### config.mk
export PLATFORM = sky130hd
export DESIGN_NAME = seq_divider
export DESIGN_NICKNAME = d
export VERILOG_FILES = /design/src/rtl/seq_divider.sv
export SDC_FILE = /design/constraint.sdc
export NUM_CORES = 1
export LEC_CHECK = 0
export ABC_AREA = 1
export BUFFER_PORTS_ARGS = -buffer_cell sky130_fd_sc_hd__buf_2
export CAP_MARGIN = 0
export CORE_MARGIN = 1
export CORE_UTILIZATION = 40
export CTS_CLUSTER_SIZE = 20
export DETAILED_ROUTE_END_ITERATION = 8
export GPL_ROUTABILITY_DRIVEN = 1
export PLACE_DENSITY_LB_ADDON = 0.15
export SYNTH_ARGS = -nofsm -noshare
export SYNTH_HDL_FRONTEND = slang
export SYNTH_SLANG_ARGS = --single-unit
### constraint.sdc
create_clock -name clk -period 4.1 [get_ports clk]
set_input_delay 0.82 -clock clk [delete_from_list [all_inputs] [get_ports clk]]
set_output_delay 0.82 -clock clk [all_outputs]
set_load 0.1 [all_outputs]
### src/rtl/seq_divider.sv
// Multi-cycle radix-2 restoring divider serving RV32M DIV/DIVU/REM/REMU.
// One quotient bit per cycle; divide-by-zero and signed overflow resolve on the accept edge.
module seq_divider #(
  parameter int BITWIDTH = 32
) (
  input  logic                clk,
  input  logic                rst_n,
  input  logic                flush,
  input  logic                in_valid,
  output logic                in_ready,
  input  logic [BITWIDTH-1:0] dividend,
  input  logic [BITWIDTH-1:0] divisor,
  input  logic                is_signed,
  output logic                out_valid,
  input  logic                out_ready,
  output logic [BITWIDTH-1:0] quotient,
  output logic [BITWIDTH-1:0] remainder
);

  localparam int CW = $clog2(BITWIDTH + 1);
  localparam logic [BITWIDTH-1:0] ALL_ONES = '1;
  localparam logic [BITWIDTH-1:0] MSB_ONLY = {1'b1, {(BITWIDTH-1){1'b0}}};

  typedef enum logic [1:0] {IDLE, CALC, DONE} state_t;

  state_t              state_q, state_d;
  logic [CW-1:0]       cnt_q, cnt_d;
  logic [BITWIDTH-1:0] dvd_q, dvd_d;    // |dividend| shifting out, quotient bits shifting in
  logic [BITWIDTH-1:0] dvs_q, dvs_d;
  logic [BITWIDTH-1:0] prem_q, prem_d;
  logic [BITWIDTH-1:0] quo_q, quo_d;
  logic [BITWIDTH-1:0] rem_q, rem_d;
  logic                negq_q, negq_d;
  logic                negr_q, negr_d;

  logic                dvd_neg, dvs_neg;
  logic [BITWIDTH-1:0] dvd_abs, dvs_abs;
  logic [BITWIDTH:0]   shifted;
  logic [BITWIDTH-1:0] trial, prem_step, quo_step;
  logic                ge;

  assign dvd_neg = is_signed & dividend[BITWIDTH-1];
  assign dvs_neg = is_signed & divisor[BITWIDTH-1];
  assign dvd_abs = dvd_neg ? -dividend : dividend;
  assign dvs_abs = dvs_neg ? -divisor : divisor;

  // When the trial succeeds the difference is below the divisor, so W bits suffice.
  assign shifted   = {prem_q, dvd_q[BITWIDTH-1]};
  assign ge        = shifted >= {1'b0, dvs_q};
  assign trial     = shifted[BITWIDTH-1:0] - dvs_q;
  assign prem_step = ge ? trial : shifted[BITWIDTH-1:0];
  assign quo_step  = {dvd_q[BITWIDTH-2:0], ge};

  // NOTE: every _d gets its hold value first so no path through the case infers a latch.
  always_comb begin
    state_d = state_q;
    cnt_d   = cnt_q;
    dvd_d   = dvd_q;
    dvs_d   = dvs_q;
    prem_d  = prem_q;
    quo_d   = quo_q;
    rem_d   = rem_q;
    negq_d  = negq_q;
    negr_d  = negr_q;
    if (flush) begin
      state_d = IDLE;
    end else begin
      case (state_q)
        IDLE: begin
          if (in_valid) begin
            if (divisor == '0) begin
              state_d = DONE;
              quo_d   = ALL_ONES;
              rem_d   = dividend;
            end else if (is_signed && dividend == MSB_ONLY && divisor == ALL_ONES) begin
              state_d = DONE;
              quo_d   = dividend;
              rem_d   = '0;
            end else begin
              state_d = CALC;
              dvd_d   = dvd_abs;
              dvs_d   = dvs_abs;
              negq_d  = dvd_neg ^ dvs_neg;
              negr_d  = dvd_neg;
              prem_d  = '0;
              cnt_d   = CW'(BITWIDTH);
            end
          end
        end
        CALC: begin
          prem_d = prem_step;
          dvd_d  = quo_step;
          cnt_d  = cnt_q - CW'(1);
          if (cnt_q == CW'(1)) begin
            state_d = DONE;
            quo_d   = negq_q ? -quo_step : quo_step;
            rem_d   = negr_q ? -prem_step : prem_step;
          end
        end
        DONE: begin
          if (out_ready) state_d = IDLE;
        end
        default: state_d = IDLE;
      endcase
    end
  end

  // NOTE: sequential state uses non-blocking assignments so all registers update together.
  always_ff @(posedge clk or negedge rst_n) begin
    if (!rst_n) begin
      state_q <= IDLE;
      cnt_q   <= '0;
      dvd_q   <= '0;
      dvs_q   <= '0;
      prem_q  <= '0;
      quo_q   <= '0;
      rem_q   <= '0;
      negq_q  <= 1'b0;
      negr_q  <= 1'b0;
    end else begin
      state_q <= state_d;
      cnt_q   <= cnt_d;
      dvd_q   <= dvd_d;
      dvs_q   <= dvs_d;
      prem_q  <= prem_d;
      quo_q   <= quo_d;
      rem_q   <= rem_d;
      negq_q  <= negq_d;
      negr_q  <= negr_d;
    end
  end

  assign in_ready  = (state_q == IDLE);
  assign out_valid = (state_q == DONE);
  assign quotient  = quo_q;
  assign remainder = rem_q;

endmodule

==> results.cfg, run 1 <==
[clock_network]
clock_latency_ns = 0.45
cts.htree.levels = 4
numCtsBuffers = 17
clockRootBuffer = clkbuf_16
cts.sinks = 170
cts_tree = yes
clk_pin_slew_worst_paths_ns = 0.07
cts_setup_buffers = 0
cts_buffer_depth = 2

[logic_synthesis]
synth_edf_count = 0
yosysTopAreaCell = dfrtp_1
synth_top_area_share_pct = 30.8
synth_flop_cell = dfrtp_1
yosys-top-cells-area = dfrtp_1 31%, nand2_1 17%, inv_1 7.5%
syn_area_um2 = 13800
yosys_register_bits = 170
syn-instance-count = 2123
async_flop_share_pct = 100
netlist_top_cells_count = 629 x nand2_1, 276 x inv_1, 193 x nor2_1
synth.most_common_cell = nand2_1
synth_cell_types = 52
syn_area_per_cell_um2 = 6.50
syn_nets = 2233
yosysWarnings = 0
synth_seq_area_share_pct = 30.8

[setup_path]
path_cells = ha_1, nand2_1, nor2_1, nand2_1, a21oi_2, nor2_4, nand2_8, buf_12, nand2_1, o21ai_2, ha_1, inv_1, nor2_1, nand2_1, nor2_2, nand2_1, nand2_2, xor2_1, nand2_1, nand3_1, nand2_1
crit_path_end_kind = register
max_stage_delay_ns = 0.41
worstSetupPathType = reg2reg
cpMostUsedCell = nand2_1
crit_arrival_ns = 4.18
critPathSlowestCell = dfrtp_1
worstSetupStartpointType = register
crit_path_max_fanout = 44
cp.required_ns = 4.44

[timing]
min_period_ns = 3.83
finalSetupTns_ns = 0
timing.hold.ws_ns = 0.388
fmax_mhz = 261
slew_violations = 0
setup_violations = 0
max_slew.worst_pin.slew_ns = 1.20
hold_viol = 0
clock-skew-final_ns = 0.0149
grt_setup_unrepaired = false
finalCritPeriodShare_pct = 93.5
slew_headroom_pct = 19.7

[placement]
dp_hpwl_um = 41000
place_congestion = 0.985
numPortBuffers = 135

[floorplan]
die_w_um = 188
core_um2 = 33700
ios = 136
die_h_um = 188
rows = 67
initial_core_util_pct = 40.9
die_area_um2 = 35200

[final_layout]
antennaDiodeCount = 0
layout-drive-gt1-share_pct = 13.4
fin_nets = 2350
areaGrowthSynthToFinish_pct = 13.7

[detailed_routing]
wire_per_inst_um = 19.9
ant_nets = 0
vias = 14800
first_pass_iters = 6
vias_per_cell = 5.48
drc = 0
first_iter_violations = 1298
routed_wl_um = 53700

[global_route]
grt_pass1_wl_um = 82500
antenna_found_initial = 0
overflow = 0
first_global_vias = 13900
track_usage_pct = 30.7
grt_start_max_net_pins = 71

[run]
cap_viol_max_count = 0

[hold_path]
min_path_type = in2async

[run_status]
status = completed
placed cells by master, fill, tap and decap left out, types with 10 or more instances in the layout:
cell type and instances:
a21oi_1 84, a2bb2oi_1 15, a31oi_1 12, buf_2 134
buf_4 30, clkbuf_16 17, dfrtp_1 170, ha_1 39
inv_1 276, inv_2 16, nand2_1 629, nand2_2 21
nand3_1 164, nand4_1 30, nor2_1 191, nor2_2 11
nor3_1 26, nor4_1 15, o21a_1 10, o21ai_0 122
o21ai_1 15, o221ai_1 24, or2_2 24, xor2_1 66
logic make-up after synthesis:
group,share of synthesized area [%]
adders and majority gates,3.68
DFF,30.8
buffers and inverters,10.5
and+or+nand+nor,36.1
AOI/OAI and AO/OA,14.1
xor gates and xnor gates,4.76
flip-flops by register name (all words and copies together) (netlist names):
name,count
quotient,32
negq_q,1
state_q,2
dvd_q,32
dvs_q,32
negr_q,1
remainder,32
prem_q,32
cnt_q,6
area by class of cell:
type | instances | area, µm²
Clock buffer | 19 | 453
Clock inverter | 13 | 191
Fill cell | 3559 | 18000
Inverter | 294 | 1100
Multi-Input combinational cell | 1588 | 8120
Sequential cell | 170 | 4250
Tap cell | 448 | 561
Timing Repair Buffer | 169 | 987
path summary, 6_finish.rpt:
check | from | end | slack [ns] | cells after the start
worst max register to register | prem_q[25] | remainder[16] | 0.27 | 21
worst min-delay path | rst_n | prem_q[17] | 0.39 | 1
worst min register to register | cnt_q[4] | cnt_q[4] | 0.46 | 1
max in group asynchronous | rst_n | dvd_q[13] | 2.81 | 2
worst max-delay path | prem_q[25] | remainder[16] | 0.27 | 21
min in group clk | cnt_q[4] | cnt_q[4] | 0.46 | 1
critical path: cells and delay by family (launching register included):
family / cells / cell delay [ns]
simple gates: 14 / 1.79
flops: 1 / 0.41
compound gates: 2 / 0.31
xor+xnor: 1 / 0.24
buf+inv: 2 / 0.30
fa+ha+maj: 2 / 0.66
layer usage:
layer	vias to the layer above	wire [µm]	GRT usage, %
met2	604	23300	46.7
met3	85	4030	5.11
met5	-	0	0
met1	7016	24800	44.0
met4	0	1450	9.66
li1	7094	-	-
per-stage QoR:
step	cells	setup WS, ns	area, µm²	util [%]
4_1_cts	2701	0.263	15700	46.5
2_1_floorplan	2123	0.741	13800	-
5_1_grt	2701	0.0206	15700	46.5
3_5_place_dp	2669	0.290	15000	44.6
3_3_place_gp	2669	0.311	15000	44.6
6_report	2701	0.266	15700	46.5
repair_timing:
action                     4_1_cts  5_1_grt
setup endpoints to repair        0        4
gates resized for setup          0        2
hold buffers                     0        0
hold endpoints to repair         0        0
Power of run 1 is left out: the tool's default activity adds up to more than one toggle a clock period on the data nets, which glitch-free logic cannot reach.
==> inputs of run 2 (changes only) <==
clock period = 3.9 ns   (was 4.1 ns; I/O delays follow)
==> results.cfg, run 2 (synthesis gave the netlist of run 1 again) <==
[run_status]
status = completed

[detailed_routing]
first_pass_iters = 5
first_iter_violations = 1438
vias = 14800
vias_per_cell = 5.45
drc = 0
ant_nets = 0
routed_wl_um = 53800
wire_per_inst_um = 19.8

[final_layout]
fin_nets = 2364
mostFrequentLayoutCell = nand2_1
fillers = 3602
layout.cells.non_filler = 2715
multi_input_area_um2 = 8260
final_util_pct = 47.2
antennaDiodeCount = 0
areaGrowthSynthToFinish_pct = 15.3
layout-drive-gt1-share_pct = 15.1
mostFrequentLayoutCells = 622 x nand2_1, 274 x inv_1, 187 x nor2_1, 170 x dfrtp_1, 162 x nand3_1
ff_latch_area_um2 = 4250

[clock_network]
cts.htree.levels = 4
postCtsHoldBufs = 0
clockRootBuffer = clkbuf_16
clk_pin_slew_worst_paths_ns = 0.07
clock_latency_ns = 0.46
numCtsBuffers = 17
cts_tree = yes
cts_buffer_depth = 2
cts.sinks = 170

[setup_path]
critPathSlowestCell = dfrtp_1
crit_path_end_kind = register
crit_arrival_ns = 4.07
crit_path_max_fanout = 4
worstSetupPathType = reg2reg
max_stage_delay_ns = 0.41
cpMostUsedCell = nand2_2
cp.required_ns = 4.30
worstSetupStartpointType = register

[floorplan]
die_h_um = 188
die_area_um2 = 35200
rows = 67
ios = 136
die_w_um = 188
core_um2 = 33700
initial_core_util_pct = 40.9

[global_route]
grt_pass1_wl_um = 82000
grt_util_met3_pct = 6.96
antenna_found_initial = 3
first_global_vias = 13800
busiest_layer = met2
grt_start_max_net_pins = 77
overflow = 0
grtUsageMet2_pct = 46.1
track_usage_pct = 30.7
grt_use_met1_pct = 43.4

[timing]
slew_violations = 0
hold_viol = 0
clock-skew-final_ns = 0.0147
setup_violations = 0
slew_headroom_pct = 46.9
grt_setup_unrepaired = true
finalCritPeriodShare_pct = 93.9
max_slew.worst_pin.slew_ns = 0.795
fmax_mhz = 273
min_period_ns = 3.66

[placement]
place_congestion = 1.04
numPortBuffers = 135
dp_cells = 2683
dp_hpwl_um = 41200

[hold_path]
min_path_type = in2async

[run]
cap_viol_max_count = 0
-- run 2: cell count changes in the layout (fill, tap and decap cells not counted), moves of 3 or more --
cell and delta:
ha_2 +8, nor2_1 -4, ha_1 -12, inv_6 +3, nand2_1 -7, ha_4 +4, nand2_2 +6, clkinv_4 -3
buf_4 +13
-- run 2: worst paths after layout --
check,slack (ns),end,cells after the start,startpoint
hold reg to reg,0.47,cnt_q[4],1,cnt_q[4]
max in group asynchronous,2.67,dvd_q[14],2,rst_n
setup reg to reg,0.24,quotient[30],26,prem_q[16]
min in group clk,0.47,cnt_q[4],1,cnt_q[4]
setup / recovery,0.24,quotient[30],26,prem_q[16]
hold / removal,0.32,remainder[19],1,rst_n
-- run 2: through the flow --
step / instance area (µm²) / hold WS, ns / setup TNS [ns] / setup WS (ns)
detailed placement: 15100 / 0.455 / 0 / 0.156
finish: 15900 / 0.317 / 0 / 0.237
global placement: 15100 / 0.448 / 0 / 0.197
CTS: 15800 / 0.341 / 0 / 0.120
floorplan: 13800 / 0.434 / 0 / 0.541
global route: 15900 / 0.367 / -0.0385 / -0.0244
-- run 2: worst max-delay path, delay by kind of cell, from the launching register on --
family / cells / cell delay, ns
AOI/OAI and AO/OA: 4 / 0.46
adders and majority gates: 2 / 0.51
buffers and inverters: 3 / 0.16
DFF: 1 / 0.41
and+or+nand+nor: 17 / 2.06
-- run 2: area by class of cell --
class,count,area share [%]
Inverter,294,6.94
Sequential cell,170,26.8
Multi-Input combinational cell,1588,52.0
Tap cell,448,3.52
Timing Repair Buffer,183,6.95
Clock inverter,14,1.17
Clock buffer,18,2.70
-- run 2: per-layer routing --
layer | vias to the layer above | part of all wire, % | wire, µm
li1 | 7120 | - | -
met5 | - | 0.091 | 49
met4 | 4 | 2.9 | 1580
met2 | 632 | 43 | 23100
met1 | 6968 | 45 | 24400
met3 | 85 | 8.8 | 4710
-- run 2: what timing repair did --
action / CTS / global route
setup endpoints to repair: 0 / 19
setup buffers: 0 / 0
gates resized for setup: 0 / 37
Power of run 2 is left out for the same reason.
